**src/rtl/dm_arbiter.sv**
```systemverilog
// Two-port arbiter in front of the word-only data memory: serialises CPU and
// debug/DMA accesses, screens out-of-range addresses, and splits partial writes into read-modify-write.
module dm_arbiter #(
    parameter int ADDR_W = 12,
    parameter int DEPTH  = 3072,
    parameter bit RR_EN  = 1'b1
) (
    input  logic              clk,
    input  logic              reset,
    input  logic              p0_valid,
    output logic              p0_ready,
    input  logic              p0_we,
    input  logic [ADDR_W-1:0] p0_addr,
    input  logic [31:0]       p0_wdata,
    input  logic [3:0]        p0_be,
    input  logic [31:0]       p0_pc,
    output logic              p0_resp_valid,
    output logic [31:0]       p0_resp_rdata,
    output logic              p0_resp_err,
    input  logic              p1_valid,
    output logic              p1_ready,
    input  logic              p1_we,
    input  logic [ADDR_W-1:0] p1_addr,
    input  logic [31:0]       p1_wdata,
    input  logic [3:0]        p1_be,
    output logic              p1_resp_valid,
    output logic [31:0]       p1_resp_rdata,
    output logic              p1_resp_err,
    output logic              dm_we,
    output logic [ADDR_W-1:0] dm_addr,
    output logic [31:0]       dm_wdata,
    output logic [31:0]       dm_pc,
    input  logic [31:0]       dm_rdata
);

    typedef enum logic [1:0] {S_IDLE, S_RD, S_WR, S_RESP} state_t;

    localparam logic [ADDR_W:0] DEPTH_EXT = (ADDR_W+1)'(DEPTH);

    state_t            state_q, state_d;
    logic              ptr_q, ptr_d;
    logic              owner_q, owner_d;
    logic              we_q, we_d;
    logic [ADDR_W-1:0] addr_q, addr_d;
    logic [31:0]       wdata_q, wdata_d;
    logic [3:0]        be_q, be_d;
    logic [31:0]       pc_q, pc_d;
    logic [31:0]       rdata_q, rdata_d;
    logic              err_q, err_d;

    logic              gnt0, gnt1;
    logic              req_we;
    logic [ADDR_W-1:0] req_addr;
    logic [31:0]       req_wdata;
    logic [3:0]        req_be;
    logic [31:0]       req_pc;
    logic              req_oor;
    logic [31:0]       merged;

    // Grant only from IDLE; ready is suppressed while reset is held
    always_comb begin
        gnt0 = 1'b0;
        gnt1 = 1'b0;
        if (state_q == S_IDLE && !reset) begin
            if (p0_valid && p1_valid) begin
                if (RR_EN && ptr_q) gnt1 = 1'b1;
                else                gnt0 = 1'b1;
            end else if (p0_valid) begin
                gnt0 = 1'b1;
            end else if (p1_valid) begin
                gnt1 = 1'b1;
            end
        end
    end

    assign p0_ready  = gnt0;
    assign p1_ready  = gnt1;
    assign req_we    = gnt1 ? p1_we    : p0_we;
    assign req_addr  = gnt1 ? p1_addr  : p0_addr;
    assign req_wdata = gnt1 ? p1_wdata : p0_wdata;
    assign req_be    = gnt1 ? p1_be    : p0_be;
    assign req_pc    = gnt1 ? 32'h0    : p0_pc;
    assign req_oor   = ({1'b0, req_addr} >= DEPTH_EXT);

    always_comb begin
        merged = '0;
        for (int unsigned i = 0; i < 4; i++) begin
            merged[8*i +: 8] = be_q[i] ? wdata_q[8*i +: 8] : rdata_q[8*i +: 8];
        end
    end

    always_comb begin
        state_d = state_q;
        ptr_d   = ptr_q;
        owner_d = owner_q;
        we_d    = we_q;
        addr_d  = addr_q;
        wdata_d = wdata_q;
        be_d    = be_q;
        pc_d    = pc_q;
        rdata_d = rdata_q;
        err_d   = err_q;
        case (state_q)
            S_IDLE: begin
                if (gnt0 || gnt1) begin
                    owner_d = gnt1;
                    we_d    = req_we;
                    addr_d  = req_addr;
                    wdata_d = req_wdata;
                    be_d    = req_be;
                    pc_d    = req_pc;
                    rdata_d = '0;
                    err_d   = req_oor;
                    if (req_oor)                     state_d = S_RESP;
                    else if (req_we && req_be == '0) state_d = S_RESP;
                    else if (!req_we)                state_d = S_RD;
                    else if (req_be == '1)           state_d = S_WR;
                    else                             state_d = S_RD;
                end
            end
            S_RD: begin
                rdata_d = dm_rdata;
                state_d = we_q ? S_WR : S_RESP;
            end
            S_WR: begin
                state_d = S_RESP;
            end
            S_RESP: begin
                if (RR_EN) ptr_d = ~owner_q;
                state_d = S_IDLE;
            end
            default: state_d = S_IDLE;
        endcase
    end

    // Every output is forced low during reset, including a write in flight
    always_comb begin
        dm_we         = 1'b0;
        dm_addr       = '0;
        dm_wdata      = '0;
        dm_pc         = '0;
        p0_resp_valid = 1'b0;
        p0_resp_rdata = '0;
        p0_resp_err   = 1'b0;
        p1_resp_valid = 1'b0;
        p1_resp_rdata = '0;
        p1_resp_err   = 1'b0;
        if (!reset) begin
            case (state_q)
                S_RD: begin
                    dm_addr = addr_q;
                end
                S_WR: begin
                    dm_we    = 1'b1;
                    dm_addr  = addr_q;
                    dm_wdata = merged;
                    dm_pc    = pc_q;
                end
                S_RESP: begin
                    if (owner_q) begin
                        p1_resp_valid = 1'b1;
                        p1_resp_rdata = we_q ? 32'h0 : rdata_q;
                        p1_resp_err   = err_q;
                    end else begin
                        p0_resp_valid = 1'b1;
                        p0_resp_rdata = we_q ? 32'h0 : rdata_q;
                        p0_resp_err   = err_q;
                    end
                end
                default: ;
            endcase
        end
    end

    always_ff @(posedge clk) begin
        if (reset) begin
            state_q <= S_IDLE;
            ptr_q   <= 1'b0;
            owner_q <= 1'b0;
            we_q    <= 1'b0;
            addr_q  <= '0;
            wdata_q <= '0;
            be_q    <= '0;
            pc_q    <= '0;
            rdata_q <= '0;
            err_q   <= 1'b0;
        end else begin
            state_q <= state_d;
            ptr_q   <= ptr_d;
            owner_q <= owner_d;
            we_q    <= we_d;
            addr_q  <= addr_d;
            wdata_q <= wdata_d;
            be_q    <= be_d;
            pc_q    <= pc_d;
            rdata_q <= rdata_d;
            err_q   <= err_d;
        end
    end

endmodule

```
**config.mk**
```make
export PLATFORM = sky130hd
export DESIGN_NAME = dm_arbiter
export DESIGN_NICKNAME = d
export VERILOG_FILES = /design/src/rtl/dm_arbiter.sv
export SDC_FILE = /design/constraint.sdc
export NUM_CORES = 1
export LEC_CHECK = 0
export CAP_MARGIN = 20
export CORE_ASPECT_RATIO = 1.2
export CORE_MARGIN = 10
export CORE_UTILIZATION = 36
export CTS_BUF_LIST = sky130_fd_sc_hd__clkbuf_2
export DETAILED_ROUTE_END_ITERATION = 12
export PLACE_DENSITY = 0.83
export SYNTH_ARGS = -nofsm -noshare
export SYNTH_HDL_FRONTEND = slang
export SYNTH_SLANG_ARGS = --single-unit
export TNS_END_PERCENT = 50
```
**constraint.sdc**
```tcl
create_clock -name clk -period 2.7 [get_ports clk]
set_clock_uncertainty 0.2 [all_clocks]
set_input_delay 0.54 -clock clk [delete_from_list [all_inputs] [get_ports clk]]
set_output_delay 0.54 -clock clk [all_outputs]
set_load 0.01 [all_outputs]
```
==> results of run 1 <==
[cell type report]
type,count,area share
antenna,4,0.00100
clock buffer,20,0.0100
clock inverter,12,0.0135
inverter,7,0.00488
multi-input combinational,539,0.366
sequential,118,0.237
tap,216,0.0270
timing repair buffer,364,0.341
[critical path, stage by stage (launching register included)]
cell,delay [ns]
dfxtp_4,0.41
ha_4,0.15
nor3b_4,0.20
and2b_4,0.26
buf_12,0.16
and2_1,0.13
buf_2,0.12
[flip-flops by register name (all words and copies together), names as in the netlist]
| name | cells |
|---|---|
| addr_q | 12 |
| owner_q | 1 |
| err_q | 1 |
| be_q | 4 |
| wdata_q | 32 |
| we_q | 1 |
| rdata_q | 32 |
| state_q | 2 |
| pc_q | 32 |
| ptr_q | 1 |
[Yosys cell counts, types with 3 or more instances]
master	count	area, um2
a22oi_1	32	240
mux2i_1	81	811
nor2_1	117	439
nand3_1	33	165
nand2b_1	3	18.8
a21oi_1	34	170
a211oi_1	48	360
and2_1	112	701
buf_8	3	45.0
nor3_1	3	15.0
ha_1	5	62.6
nand2_1	35	131
and2b_1	3	22.5
clkbuf_1	34	128
buf_4	5	37.5
nor2b_1	3	18.8
inv_1	6	22.5
dfxtp_1	118	2360
buf_2	18	90.1
[layout by cell type (no fill, tap or decap), types with 5 or more instances in the layout]
cell and instances:
clkinv_1 5, buf_2 69, buf_4 27, clkbuf_2 38, nor2_1 115, clkdlybuf4s50_1 164
a21oi_1 33, nand3_1 33, and2_4 58, buf_6 68, mux2i_1 81, dfxtp_1 116
and2_1 54, nand2_1 35, buf_12 10, a22oi_1 32, a211oi_1 48
[where the power goes]
part	internal, mW	total, mW	switching, mW
clock	0.511	1.19	0.682
combinational	1.34	2.74	1.40
sequential	2.12	2.41	0.298
total	3.96	6.35	2.38
[layer usage]
metal | vias to the layer above | track usage | wire [um]
met5 | - | 0 | 0
met4 | 0 | 0.0883 | 799
met3 | 50 | 0.0851 | 2120
met2 | 268 | 0.341 | 12700
met1 | 3029 | 0.225 | 9710
li1 | 3159 | - | -
[per-stage QoR]
stage / utilization / cell area [um2] / hold WS (ns)
finish: 0.596 / 10000 / 0.154
global route: 0.596 / 10000 / 0.0703
CTS: 0.573 / 9620 / 0.0458
detailed placement: 0.570 / 9570 / 0.239
global placement: 0.570 / 9570 / 0.233
floorplan: - / 6140 / 0.227
[cells by family (layout without fill, tap and decap cells)]
| family | count (synthesis) | after routing |
|---|---|---|
| multiplexers | 81 | 81 |
| flip-flops | 118 | 118 |
| AND/OR/NAND/NOR | 322 | 322 |
| AO/OA/AOI/OAI | 131 | 131 |
| other | 0 | 4 |
| buffers and inverters | 72 | 403 |
| adder cells (fa/ha/maj) | 5 | 5 |
[timing repair]
| action | CTS | global route |
|---|---|---|
| gates cloned | 2 | 6 |
| resized for setup | 502 | 243 |
| endpoints found under the hold margin | 2 | 0 |
| endpoints found under the setup margin | 147 | 147 |
| hold buffers | 1 | 0 |
| setup buffers | 4 | 7 |
| pin swaps | 15 | 20 |
[path summary, 6_finish.rpt]
| kind | cells past startpoint | slack [ns] | from | endpoint |
|---|---|---|---|---|
| setup / recovery | 6 | -0.19 | state_q[0]$_SDFFE_PP0P_ | p0_resp_rdata[19] |
| hold / removal | 3 | 0.15 | reset | pc_q[14]$_SDFFE_PP0P_ |
| setup reg to reg | 9 | 0.27 | state_q[0]$_SDFFE_PP0P_ | addr_q[2]$_SDFFE_PP0P_ |
| hold reg to reg | 2 | 0.26 | pc_q[25]$_SDFFE_PP0P_ | pc_q[25]$_SDFFE_PP0P_ |
==> results.toml, run 1 <==
[run_status]
status = "finished with violations"
violations = "setup timing"

[timing]
maxSlewHeadroom = 0.348
hold_viol_final = 0
finalSetupViolations = 141
rsz0062_at_grt = "yes"
tns_ns = -15.58
period_share = 1.07
slew_violations = 0
finalCriticalPeriod_ns = 2.89
worstMarginPinSlew_ns = 0.976
max_freq_mhz = 346
setup_ws_ns = -0.194

[finish]
nFillCells = 1470
instances_no_fill = 1280
multi_input_area_mm2 = 0.00366
seqCellArea_mm2 = 0.00237
drive_gt1_frac = 0.293
syn_to_final_growth_pct = 63.0
final_nets = 1218

[worst_setup_path]
required_ns = 1.96
critPathCaptureType = "primary output"
worstSetupPathType = "flop to primary output"
critPathMaxFanout = 11
worstPathArrival_ns = 2.15
cp-start-kind = "flop"

[drt]
vias_per_cell = 5.08
drtIter0Drc = 296
ant_nets = 0
wirelength_um = 25300
routedWlPerCell_um = 19.8
drtPass1Iterations = 4
drc = 0
vias = 6506

[synthesis]
synth_nets = 900
synth_fa_ha_area_frac = 0.0102
synth-edff-count = 0
synth-compound-area-share = 0.150
synthCells = 729
yosysWarningCount = 0
synth_area_mm2 = 0.00614
synth_top_family_by_area = "simple AND/OR/NAND/NOR gates"
synthSimpleGateAreaFrac = 0.264
synth_ff_type = "dfxtp_1"
muxShareOfSynthArea = 0.132
ys_types = 46
synth_xor_area_frac = 0
synthArstFlopShare = 0
ys_seq_area_frac = 0.385
syn_avg_cell_area_um2 = 8.42
ys_seq_elements = 118

[clock_network]
cts_tree = "built"
cts_buffers = 17
clock_latency_ns = 0.71
htree_levels = 4
clk_pin_slew_ns = 0.19
cts_max_path_buffers = 2
clock_sinks = 118
clockRootBuffer = "clkbuf_2"

[power_and_ir_drop]
p_leak_nw = 4.37
ir_drop_v = 0.000284
p_total_mw = 6.35
powerDensity_mw_per_mm2 = 634

[global_route]
grtUsageTotal = 0.205
overflow = 0
antenna_found_initial = 4
grt_max_degree = 49
first_global_vias = 6496
grt_pass1_wl_um = 36900

[floorplan]
ios = 313
fp.dieArea_mm2 = 0.0227
die_h_um = 163
die_x_um = 139
num_rows = 52
design.core.area_mm2 = 0.0168
start_util = 0.366

[placed_design]
dp_hpwl_um = 18300
place_ws_ns = -0.120
dp.cells = 1226
port_buffers = 312
gp_congestion = 0.828

[worst_hold_path]
worstHoldPathType = "input port to flop"

[run]
cap_violations = 0
Power figures use the tool's default switching activity.
==> inputs of run 2 (changes only) <==
==> constraint.sdc (replaced) <==
create_clock -name clk -period 2.7 [get_ports clk]
set_clock_uncertainty 0.2 [all_clocks]
set_input_delay 0.405 -clock clk [delete_from_list [all_inputs] [get_ports clk]]
set_output_delay 0.405 -clock clk [all_outputs]
set_load 0.01 [all_outputs]
==> results.toml, run 2 (synthesis results as in run 1) <==
[timing]
period_share = 1.02
maxSlewHeadroom = 0.340
worstMarginPinSlew_ns = 0.988
max_freq_mhz = 365
finalSetupViolations = 13
setup_ws_ns = -0.0423
finalCriticalPeriod_ns = 2.74
slew_violations = 0
hold_viol_final = 0
rsz0062_at_grt = "yes"
tns_ns = -0.314

[clock_network]
clockRootBuffer = "clkbuf_2"
cts_max_path_buffers = 2
cts_tree = "built"
clk_pin_slew_ns = 0.16
clock_latency_ns = 0.68
clock_sinks = 118
cts_buffers = 17
htree_levels = 4

[drt]
drtPass1Iterations = 5
drtIter0Drc = 263
wirelength_um = 24400
ant_nets = 0
drc = 0
vias = 6546
vias_per_cell = 5.06
routedWlPerCell_um = 18.8

[floorplan]
num_rows = 52
start_util = 0.366
ios = 313
fp.dieArea_mm2 = 0.0227
design.core.area_mm2 = 0.0168
die_x_um = 139
die_h_um = 163

[worst_setup_path]
worstSetupPathType = "flop to primary output"
critPathMaxFanout = 6
path_buf_inv = 3
cp_slowest_cell = "dfxtp_4"
cp-start-kind = "flop"
required_ns = 2.10
critPathCaptureType = "primary output"
worst_path_largest_cell_delay_ns = 0.40
path_delay_family = "simple AND/OR/NAND/NOR gates"
worstPathCellList = "ha_4 > nor3b_4 > and2b_2 > buf_6 > buf_12 > and2_1 > buf_2"
worstPathArrival_ns = 2.14

[finish]
postLayoutCoreUtil = 0.581
final_common_cell = "clkdlybuf4s50_1"
reg_top3 = "pc_q x32, rdata_q x32, wdata_q x32"
layout_common_cells = "clkdlybuf4s50_1 (164), dfxtp_1 (116), nor2_1 (112)"
syn_to_final_growth_pct = 58.9
instances_no_fill = 1293
drive_gt1_frac = 0.241
final_nets = 1233
nFillCells = 1563
design_area_mm2 = 0.00976

[run]
cap_violations = 0

[power_and_ir_drop]
ir_drop_v = 0.000360
p_leak_nw = 4.32
powerDensity_mw_per_mm2 = 639

[global_route]
grt_pass1_wl_um = 37500
grtUsageTotal = 0.206
first_global_vias = 6724
overflow = 0
grt_max_degree = 58
antenna_found_initial = 1

[placed_design]
dp.cells = 1218
dp_hpwl_um = 18000
gp_congestion = 0.858
port_buffers = 312
placed_area_mm2 = 0.00948

[run_status]
violations = "setup timing"
status = "finished with violations"

[worst_hold_path]
worstHoldPathType = "input port to flop"
run 2: cell count changes in the layout (fill, tap and decap cells not counted), moves of 4 or more:
cell	before	now
buf_6	68	21
and2_1	54	98
and2_4	58	14
dlygate4sd3_1	1	28
buf_2	69	86
clkbuf_2	38	52
clkdlybuf4s15_2	1	7
clkbuf_16	4	0
run 2: layout make-up:
| class | instances | area, um2 | area share |
|---|---|---|---|
| Antenna cell | 2 | 5.00 | 0.000513 |
| Clock buffer | 21 | 105 | 0.0108 |
| Multi-Input combinational cell | 539 | 3560 | 0.364 |
| Sequential cell | 118 | 2370 | 0.243 |
| Tap cell | 216 | 270 | 0.0277 |
| Clock inverter | 11 | 156 | 0.0160 |
| Timing Repair Buffer | 379 | 3260 | 0.334 |
| Inverter | 7 | 33.8 | 0.00346 |
run 2: timing repair:
item | 4_1_cts | 5_1_grt
hold buffers | 28 | 0
pin swaps | 4 | 1
hold endpoints to repair | 25 | 0
setup buffers | 7 | 4
gates cloned | 2 | 0
resized for setup | 428 | 187
endpoints found under the setup margin | 147 | 149
run 2: report_power, final:
| part | internal (mW) | switching [mW] |
|---|---|---|
| clock network | 0.614 | 0.671 |
| logic | 1.22 | 1.30 |
| registers | 2.12 | 0.318 |
run 2: final timing paths:
check                          startpoint                     to  slack, ns  cells past startpoint
hold reg to reg     pc_q[25]$_SDFFE_PP0P_  pc_q[25]$_SDFFE_PP0P_       0.26                      2
setup reg to reg  state_q[1]$_SDFFE_PP0P_  pc_q[27]$_SDFFE_PP0P_       0.16                      8
setup / recovery  state_q[1]$_SDFFE_PP0P_       p1_resp_rdata[8]      -0.04                      7
hold / removal                  p0_pc[20]  pc_q[20]$_SDFFE_PP0P_       0.09                      3
run 2: layer usage:
metal	vias up	global-route usage	wire length, um
met5	-	0	0
met1	3046	0.215	9220
li1	3190	-	-
met3	34	0.0787	1900
met4	0	0.0712	547
met2	276	0.370	12700
run 2: per-stage QoR:
step | hold WS (ns) | total power [mW] | worst slack [ns]
after floorplan | 0.227 | 3.85 | 0.531
after global placement | 0.233 | 4.67 | 0.133
after detailed placement | 0.240 | 4.74 | 0.0700
after CTS | 0.000345 | 6.18 | -0.194
after global routing | 0.00759 | 6.64 | -0.201
final | 0.0896 | 6.23 | -0.0423
run 2: worst register-to-register path, stage by stage, from the launching register on:
cell and delay (ns):
dfxtp_4 0.40, inv_2 0.09, ha_4 0.15, and2b_2 0.18, and2_4 0.43, buf_12 0.24, nand3_1 0.11, a21oi_1 0.17
dlygate4sd3_1 0.55
==> inputs of run 3 (changes only) <==
--- a/config.mk
+++ b/config.mk
@@ -7,7 +7,7 @@
 export LEC_CHECK = 0
 export CAP_MARGIN = 20
 export CORE_ASPECT_RATIO = 1.2
-export CORE_MARGIN = 10
+export CORE_MARGIN = 2
 export CORE_UTILIZATION = 36
 export CTS_BUF_LIST = sky130_fd_sc_hd__clkbuf_2
 export DETAILED_ROUTE_END_ITERATION = 12
@@ -15,4 +15,4 @@
 export SYNTH_ARGS = -nofsm -noshare
 export SYNTH_HDL_FRONTEND = slang
 export SYNTH_SLANG_ARGS = --single-unit
-export TNS_END_PERCENT = 50
+export TNS_END_PERCENT = 10
==> results.toml, run 3 (synthesis results as in run 1) <==
[drt]
ant_nets = 0
drc = 0
vias = 6494
drtPass1Iterations = 4
drtIter0Drc = 219
wirelength_um = 22400
vias_per_cell = 5.08
routedWlPerCell_um = 17.6

[timing]
tns_ns = -1.06
setup_ws_ns = -0.0703
finalSetupViolations = 24
rsz0062_at_grt = "yes"
finalCriticalPeriod_ns = 2.77
max_freq_mhz = 361
worstMarginPinSlew_ns = 1.07
period_share = 1.03
maxSlewHeadroom = 0.286
hold_viol_final = 0
slew_violations = 0

[clock_network]
clock_latency_ns = 0.66
cts_tree = "built"
clk_pin_slew_ns = 0.16
cts_max_path_buffers = 2
cts_buffers = 17
clockRootBuffer = "clkbuf_2"
clock_sinks = 118
htree_levels = 4

[worst_setup_path]
path_delay_family = "simple AND/OR/NAND/NOR gates"
worstSetupPathType = "flop to primary output"
worstPathArrival_ns = 2.17
critPathCaptureType = "primary output"
required_ns = 2.10
worstSetupStartpoint = "state_q[1]$_SDFFE_PP0P_"
critPathMaxFanout = 10
cp-endpoint = "p0_resp_rdata[10]"
worstPathCellList = "ha_4 > nor3b_2 > and2b_2 > buf_6 > and2_1 > dlygate4sd2_1"
r2r-end = "wdata_q[1]$_SDFFE_PP0P_"
r2r_cells = 8
cp_slowest_cell = "dfxtp_4"
cp.depth = 6
ff2ff_setup_slack_ns = 0.31
cp-start-kind = "flop"
path_buf_inv = 2
reg2reg_from = "state_q[0]$_SDFFE_PP0P_"
worst_path_largest_cell_delay_ns = 0.40

[placed_design]
port_buffers = 312
dp_hpwl_um = 15500
gp_congestion = 0.844

[power_and_ir_drop]
p_seq_frac = 0.399
p_sw_mw = 2.31
internal_power_mw = 3.79
p_leak_nw = 4.32
p_sw_frac = 0.378
ir_drop_v = 0.000324
pwr-share-clk = 0.188
comb_power_share = 0.413
powerDensity_mw_per_mm2 = 620

[floorplan]
start_util = 0.366
die_x_um = 123
fp.dieArea_mm2 = 0.0181
num_rows = 52
design.core.area_mm2 = 0.0168
ios = 313
die_h_um = 147

[run_status]
status = "finished with violations"
violations = "setup timing"

[global_route]
first_global_vias = 6407
antenna_found_initial = 1
grt_max_degree = 81
grtUsageTotal = 0.240
grt_pass1_wl_um = 33800
overflow = 0

[run]
cap_violations = 0

[finish]
layout_common_cells = "clkdlybuf4s50_1 (164), nor2_1 (116), dfxtp_1 (115)"
syn_to_final_growth_pct = 60.2
drive_gt1_frac = 0.218
postLayoutCoreUtil = 0.586
reg_top3 = "pc_q x32, rdata_q x32, wdata_q x32"
final_common_cell = "clkdlybuf4s50_1"
final_nets = 1221

[worst_hold_path]
hold_depth = 3
worstHoldPathType = "input port to flop"
## run 3: changes by cell type in the layout (fill, tap and decap cells not counted), moves of 3 or more
cell and delta:
nor2_1 +4, and2_1 -9, buf_2 -29, dlymetal6s2s_1 +3
nor2_2 -4, inv_4 -3, dlygate4sd2_1 +7, dlygate4sd3_1 -8
buf_4 -13, clkdlybuf4s15_1 +15, buf_6 +12, and2_4 +9
## run 3: power groups by stage
| stage | clock [mW] | combinational (mW) | sequential, mW |
|---|---|---|---|
| 6_report | 1.15 | 2.52 | 2.43 |
| 2_1_floorplan | 0 | 1.56 | 2.29 |
| 4_1_cts | 1.19 | 2.45 | 2.42 |
| 5_1_grt | 1.29 | 2.75 | 2.48 |
| 3_3_place_gp | 0 | 2.25 | 2.43 |
| 3_5_place_dp | 0 | 2.30 | 2.45 |
## run 3: cell type report
| class | instances | area [um2] |
|---|---|---|
| Antenna cell | 1 | 2.50 |
| Clock buffer | 18 | 90.1 |
| Clock inverter | 12 | 138 |
| Fill cell | 1510 | 6950 |
| Inverter | 7 | 43.8 |
| Multi-Input combinational cell | 539 | 3570 |
| Sequential cell | 118 | 2370 |
| Tap cell | 216 | 270 |
| Timing Repair Buffer | 367 | 3350 |
## run 3: per-stage QoR
stage | setup WS (ns) | hold slack (ns) | cell area (um2) | std cells | power (mW)
2_1_floorplan | 0.531 | 0.227 | 6140 | 729 | 3.85
3_3_place_gp | 0.140 | 0.233 | 9460 | 1214 | 4.68
3_5_place_dp | 0.0424 | 0.239 | 9460 | 1214 | 4.75
4_1_cts | -0.246 | 0.00702 | 9860 | 1265 | 6.06
5_1_grt | -0.274 | 0.00108 | 9840 | 1278 | 6.52
6_report | -0.0703 | 0.100 | 9840 | 1278 | 6.10
## run 3: what timing repair did
action,CTS,global route
pin swaps,1,11
setup endpoints to repair,147,147
hold buffers,15,5
endpoints found under the hold margin,17,5
setup buffers,5,5
cloned,2,3
resized for setup,332,250
## run 3: layer usage
| layer | GRT usage | up-vias | routed length, um |
|---|---|---|---|
| li1 | - | 3160 | - |
| met2 | 0.427 | 260 | 11600 |
| met3 | 0.0741 | 40 | 1720 |
| met1 | 0.265 | 3034 | 8430 |
| met4 | 0.0852 | 0 | 698 |
| met5 | 0 | - | 0 |
## run 3: how the worst min path moves through the flow
stage	start	endpoint	slack, ns
final	p0_pc[2]	pc_q[2]$_SDFFE_PP0P_	0.10
after global routing	p0_pc[2]	pc_q[2]$_SDFFE_PP0P_	0.001
after CTS	p0_pc[26]	pc_q[26]$_SDFFE_PP0P_	0.007
after detailed placement	pc_q[7]$_SDFFE_PP0P_	pc_q[7]$_SDFFE_PP0P_	0.24
after global placement	pc_q[0]$_SDFFE_PP0P_	pc_q[0]$_SDFFE_PP0P_	0.23
after floorplan	pc_q[0]$_SDFFE_PP0P_	pc_q[0]$_SDFFE_PP0P_	0.23
## run 3: worst reg2reg max path, delay by kind of cell, from the launching register on
family,cells,cell delay (ns)
simple gates,2,0.35
flops,1,0.40
buf+inv,3,0.48
mux,1,0.40
compound gates,1,0.30
fa+ha+maj,1,0.17
